File: src/rtl/axi_rw_arbiter.sv
// Shares one AXI3 master port between the instruction-fetch and data ports of the nocache core.
// One outstanding transaction at a time; reads are single-beat 32-bit, stores issue AW and W together.
module axi_rw_arbiter #(
  parameter int unsigned ID_W    = 4,
  parameter int unsigned LEN_W   = 8,
  parameter int unsigned INST_ID = 0,
  parameter int unsigned DATA_ID = 1
) (
  input  logic              clk,
  input  logic              reset,
  // instruction-fetch port
  input  logic              inst_req,
  input  logic [31:0]       inst_addr,
  output logic              inst_addr_ok,
  output logic              inst_valid,
  output logic [31:0]       inst_rdata,
  output logic              inst_err,
  // data port
  input  logic              data_req,
  input  logic              data_wr,
  input  logic [3:0]        data_wstrb,
  input  logic [31:0]       data_addr,
  input  logic [31:0]       data_wdata,
  output logic              data_addr_ok,
  output logic              data_data_ok,
  output logic [31:0]       data_rdata,
  output logic              data_err,
  // AXI3 read address
  output logic [ID_W-1:0]   arid,
  output logic [31:0]       araddr,
  output logic [LEN_W-1:0]  arlen,
  output logic [2:0]        arsize,
  output logic [1:0]        arburst,
  output logic [1:0]        arlock,
  output logic [3:0]        arcache,
  output logic [2:0]        arprot,
  output logic              arvalid,
  input  logic              arready,
  // AXI3 read data
  input  logic [ID_W-1:0]   rid,
  input  logic [31:0]       rdata,
  input  logic [1:0]        rresp,
  input  logic              rlast,
  input  logic              rvalid,
  output logic              rready,
  // AXI3 write address
  output logic [ID_W-1:0]   awid,
  output logic [31:0]       awaddr,
  output logic [LEN_W-1:0]  awlen,
  output logic [2:0]        awsize,
  output logic [1:0]        awburst,
  output logic [1:0]        awlock,
  output logic [3:0]        awcache,
  output logic [2:0]        awprot,
  output logic              awvalid,
  input  logic              awready,
  // AXI3 write data
  output logic [ID_W-1:0]   wid,
  output logic [31:0]       wdata,
  output logic [3:0]        wstrb,
  output logic              wlast,
  output logic              wvalid,
  input  logic              wready,
  // AXI3 write response
  input  logic [ID_W-1:0]   bid,
  input  logic [1:0]        bresp,
  input  logic              bvalid,
  output logic              bready
);

  typedef enum logic [2:0] {IDLE, RD_AR, RD_R, WR_AWW, WR_B} state_t;

  state_t state;
  logic   rr_last_data;  // 1: data port won the last grant
  logic   owner_data;    // 1: current transaction belongs to the data port
  logic   grant_inst_c;
  logic   grant_data_c;
  logic   aw_done_c;
  logic   w_done_c;
  logic   unused_ids;

  // Ownership comes from owner_data, so the returned ids are not needed.
  assign unused_ids = ^{rid, bid};

  // Fixed single-beat, 32-bit, incrementing burst attributes.
  assign arlen   = LEN_W'(0);
  assign arsize  = 3'b010;
  assign arburst = 2'b01;
  assign arlock  = 2'b00;
  assign arcache = 4'b0000;
  assign arprot  = 3'b000;
  assign awlen   = LEN_W'(0);
  assign awsize  = 3'b010;
  assign awburst = 2'b01;
  assign awlock  = 2'b00;
  assign awcache = 4'b0000;
  assign awprot  = 3'b000;

  // Round-robin grant: a lone requester wins; on contention the port that did not win last time wins.
  assign grant_inst_c = (state == IDLE) && !reset && inst_req && (!data_req || rr_last_data);
  assign grant_data_c = (state == IDLE) && !reset && data_req && (!inst_req || !rr_last_data);

  // addr_ok must acknowledge in the grant cycle itself, so it stays combinational.
  assign inst_addr_ok = grant_inst_c;
  assign data_addr_ok = grant_data_c;

  assign aw_done_c = !awvalid || awready;
  assign w_done_c  = !wvalid || wready;

  always_ff @(posedge clk or posedge reset) begin
    if (reset) begin
      state        <= IDLE;
      rr_last_data <= 1'b1;
      owner_data   <= 1'b0;
      inst_valid   <= 1'b0;
      inst_rdata   <= 32'h0;
      inst_err     <= 1'b0;
      data_data_ok <= 1'b0;
      data_rdata   <= 32'h0;
      data_err     <= 1'b0;
      arid         <= ID_W'(0);
      araddr       <= 32'h0;
      arvalid      <= 1'b0;
      rready       <= 1'b0;
      awid         <= ID_W'(0);
      awaddr       <= 32'h0;
      awvalid      <= 1'b0;
      wid          <= ID_W'(0);
      wdata        <= 32'h0;
      wstrb        <= 4'h0;
      wlast        <= 1'b0;
      wvalid       <= 1'b0;
      bready       <= 1'b0;
    end else begin
      inst_valid   <= 1'b0;
      inst_err     <= 1'b0;
      data_data_ok <= 1'b0;
      data_err     <= 1'b0;
      case (state)
        IDLE: begin
          if (grant_inst_c || grant_data_c) begin
            owner_data   <= grant_data_c;
            rr_last_data <= grant_data_c;
            if (grant_data_c && data_wr) begin
              state   <= WR_AWW;
              awid    <= ID_W'(DATA_ID);
              awaddr  <= data_addr;
              awvalid <= 1'b1;
              wid     <= ID_W'(DATA_ID);
              wdata   <= data_wdata;
              wstrb   <= data_wstrb;
              wlast   <= 1'b1;
              wvalid  <= 1'b1;
            end else begin
              state   <= RD_AR;
              arid    <= grant_data_c ? ID_W'(DATA_ID) : ID_W'(INST_ID);
              araddr  <= grant_data_c ? data_addr : inst_addr;
              arvalid <= 1'b1;
            end
          end
        end
        RD_AR: begin
          if (arready) begin
            arvalid <= 1'b0;
            rready  <= 1'b1;
            state   <= RD_R;
          end
        end
        RD_R: begin
          if (rvalid && rlast) begin
            rready <= 1'b0;
            state  <= IDLE;
            if (owner_data) begin
              data_rdata   <= rdata;
              data_data_ok <= 1'b1;
              data_err     <= |rresp;
            end else begin
              inst_rdata <= rdata;
              inst_valid <= 1'b1;
              inst_err   <= |rresp;
            end
          end
        end
        WR_AWW: begin
          // AW and W retire independently; move on once both have handshaken.
          if (awready) awvalid <= 1'b0;
          if (wready) begin
            wvalid <= 1'b0;
            wlast  <= 1'b0;
          end
          if (aw_done_c && w_done_c) begin
            bready <= 1'b1;
            state  <= WR_B;
          end
        end
        WR_B: begin
          if (bvalid) begin
            bready       <= 1'b0;
            data_data_ok <= 1'b1;
            data_err     <= |bresp;
            state        <= IDLE;
          end
        end
        default: state <= IDLE;
      endcase
    end
  end

endmodule

File: config.mk
export PLATFORM = sky130hd
export DESIGN_NAME = axi_rw_arbiter
export DESIGN_NICKNAME = d
export VERILOG_FILES = /design/src/rtl/axi_rw_arbiter.sv
export SDC_FILE = /design/constraint.sdc
export NUM_CORES = 1
export LEC_CHECK = 0
export BUFFER_PORTS_ARGS = -buffer_cell sky130_fd_sc_hd__buf_2
export CAP_MARGIN = 20
export CORE_AREA = 5 5 145 147
export CTS_CLUSTER_DIAMETER = 150
export DETAILED_ROUTE_END_ITERATION = 10
export DIE_AREA = 0 0 150 152
export GPL_TIMING_DRIVEN = 1
export PLACE_DENSITY = 0.69
export SYNTH_ARGS = -nofsm -noshare
export SYNTH_HDL_FRONTEND = slang
export SYNTH_SLANG_ARGS = --single-unit
File: constraint.sdc
create_clock -name clk -period 6.85 [get_ports clk]
set_clock_uncertainty 0.05 [all_clocks]
set_input_delay 0.685 -clock clk [delete_from_list [all_inputs] [get_ports clk]]
set_output_delay 0.685 -clock clk [all_outputs]
set_load 0.05 [all_outputs]
==> flow_metrics.env <==
export IMPL_rrSetupSlack_ns=4.26
export IMPL_ys_ff_latch=180
export IMPL_multi_input_area_sq_um=2980
export IMPL_hp_class="in2async"
export IMPL_clock_path_buffers=2
export IMPL_antenna_left=0
export IMPL_place_area_sq_um=9520
export IMPL_viasPerCell=4.54
export IMPL_yosysMostFrequentCell="dfrtp_1"
export IMPL_hpwl_um=14300
export IMPL_slew_violations=0
export IMPL_tns_ns=0
export IMPL_rsz0062_at_grt="no"
export IMPL_yosys_warnings=0
export IMPL_r2r_end="araddr[8]$_DFFE_PP0P_"
export IMPL_design_area_sq_um=10100
export IMPL_cpMaxStageDelayCell="nand3_4"
export IMPL_vias=5103
export IMPL_wl_met2_um=9500
export IMPL_irDropWorstVdd_mv=0.419
export IMPL_yosys_top_cells_count="dfrtp_1 (179), mux2_2 (143), buf_4 (61)"
export IMPL_tightestPinTransition_ns=0.999
export IMPL_fillers=1735
export IMPL_holdBufCountCts=0
export IMPL_place_gp_congestion=0.746
export IMPL_critical_path_class="reg2out"
export IMPL_layout_drive_gt1_share=0.661
export IMPL_yosys_area_share_xor_xnor=0
export IMPL_p_per_area_nw_per_um2=593
export IMPL_synthAdderAreaFrac=0
export IMPL_period_needed_ns=3.25
export IMPL_synthArstFlopShare=1.00
export IMPL_cp_required_ns=6.11
export IMPL_synth_top_family_by_area="multiplexers"
export IMPL_worstSetupStartpointType="flip-flop"
export IMPL_die_w_um=150
export IMPL_yosysSeqAreaShare=0.571
export IMPL_die_h_um=152
export IMPL_ff2ff_path_depth=4
export IMPL_rows=52
export IMPL_slew_headroom=0.332
export IMPL_path_clk_slew_ns=0.07
export IMPL_drt_iter0_drc=162
export IMPL_synth_simple_area_share=0.0257
export IMPL_arrival_ns=2.51
export IMPL_max_stage_delay_ns=0.65
export IMPL_finalHoldViolCount=0
export IMPL_cts_tree="built"
export IMPL_synthMuxAreaShare=0.307
export IMPL_period_share=0.474
export IMPL_path_buf_inv=2
export IMPL_area_growth_pct=28.1
export IMPL_setup_viol=0
export IMPL_postCtsResizedCells=0
export IMPL_wl_met1_um=7140
export IMPL_die_area_sq_um=22800
export IMPL_pin_count=387
export IMPL_port_buffers=325
export IMPL_crit_path_end_kind="primary output"
export IMPL_clkSinkCount=180
export IMPL_post_cts_buffers=0
export IMPL_synth_compound_area_frac=0.0173
export IMPL_grt_pass1_vias=5459
export IMPL_clk_latency_ns=0.41
export IMPL_grt_overflow_total=0
export IMPL_max_freq_mhz=308
export IMPL_critical_path_cell_count=4
export IMPL_rr_startpoint="state[0]$_DFFE_PP0P_"
export IMPL_synth_edff_count=0
export IMPL_grt_pass1_wl_um=29900
export IMPL_cap_violations=0
export IMPL_syn_area_sq_um=7900
export IMPL_cpLargestDelayFamily="simple AND/OR/NAND/NOR gates"
export IMPL_cp_cell_sequence="nor4_4, nand3_4, inv_1, buf_2"
export IMPL_yosys_area_top_type="dfrtp_1"
export IMPL_regArea_sq_um=4510
export IMPL_h_tree_depth=4
export IMPL_total_leakage_power_nw=5.28
export IMPL_antenna_found_initial=2
export IMPL_nets=995
export IMPL_numCtsBuffers=17
export IMPL_grt_max_degree=74
export IMPL_cts_root_buffer="clkbuf_16"
export IMPL_yosysTopAreaCellShare=0.567
export IMPL_crit_fanout=35
export IMPL_antenna_cells=0
export IMPL_initial_core_util=0.399
export IMPL_dr_pass1_iters=4
export IMPL_outcome="completed"
export IMPL_syn_inst=518
export IMPL_grt_usage=0.166
export IMPL_wl_per_cell_um=17.0
export IMPL_top_layer_used="met5"
export IMPL_synth_ff_type="dfrtp_1"
export IMPL_synthTopCellsByArea="dfrtp_1 (57%), mux2_2 (20%), mux2_4 (10%)"
export IMPL_avgSynthCellArea_sq_um=15.2
export IMPL_routed_wl_um=19100
export IMPL_core_area_sq_um=19800
export IMPL_drc=0
export IMPL_ys_types=37
export IMPL_dr_wl_met3_um=2240
[power breakdown]
group	switching, W	internal (W)	total, W	leakage [nW]
Sequential	0.000257	0.00155	0.00181	2.22
Clock	0.000441	0.000553	0.000994	0.287
Combinational	0.00232	0.000871	0.00319	2.78
[logic make-up after synthesis]
family          count (synthesis)
compound gates                 21
simple gates                   33
mux                           197
buf+inv                        85
other cells                     2
flops                         180
[registers in the layout, summed over array words and instances, names as in the netlist]
| register | cells |
|---|---|
| arid | 1 |
| wvalid | 1 |
| inst_err | 1 |
| rr_last_data | 1 |
| data_rdata | 32 |
| data_data_ok | 1 |
| data_err | 1 |
| bready | 1 |
| awvalid | 1 |
| wstrb | 4 |
| awid | 1 |
| wdata | 32 |
| awaddr | 32 |
| araddr | 32 |
| state | 3 |
| inst_valid | 1 |
| owner_data | 1 |
| rready | 1 |
| inst_rdata | 32 |
| arvalid | 1 |
[cells in the final DEF (no fill, tap or decap), drive strengths merged, types with 2 or more instances in the layout]
cell type  Yosys  routed
a2bb2oi        2       2
o22ai          2       2
bufinv         0       2
nand2b         2       2
clkbuf         0      19
a31oi          2       2
conb           2      53
clkinv         0       4
clkinvlp       0       2
nor2           8       8
inv            7      12
buf           78     330
dfrtp        179     179
a21oi          4       4
mux2         197     197
nand2          9       9
nor3           2       2
o21ai          5       5
nand3b         2       2
nand3          2       2
[through the flow]
step	hold WS [ns]	cells	setup slack, ns	util	total power [W]
finish	0.375	1123	3.60	0.512	0.00599
global placement	0.411	1091	3.74	0.481	0.00500
detailed placement	0.437	1091	3.76	0.481	0.00505
floorplan	0.437	569	1.23	-	0.00433
global route	0.414	1123	3.40	0.512	0.00628
CTS	0.396	1123	3.57	0.512	0.00606
[routing by layer]
layer  GRT usage  vias to the layer above
li1            -                     2351
met4      0.0410                        4
met2       0.282                      257
met1       0.191                     2474
met3      0.0754                       17
met5           0                        -
[final cells by class]
cell class                 count  share of cell area
clock buffer                  19              0.0428
clock inverter                13              0.0167
inverter                       7             0.00309
multi-input combinational    304               0.294
sequential                   180               0.445
tap                          270              0.0334
timing repair buffer         330               0.164
[how the worst max path moves through the flow]
stage | to | slack (ns) | from
2_1_floorplan | araddr[0]$_DFFE_PP0P_ | 1.23 | reset
3_3_place_gp | data_addr_ok | 3.74 | reset
3_5_place_dp | data_addr_ok | 3.76 | reset
4_1_cts | data_addr_ok | 3.57 | state[0]$_DFFE_PP0P_
5_1_grt | data_addr_ok | 3.40 | state[0]$_DFFE_PP0P_
6_report | data_addr_ok | 3.60 | state[0]$_DFFE_PP0P_
Note: power is estimated with default switching activity, not from simulation.
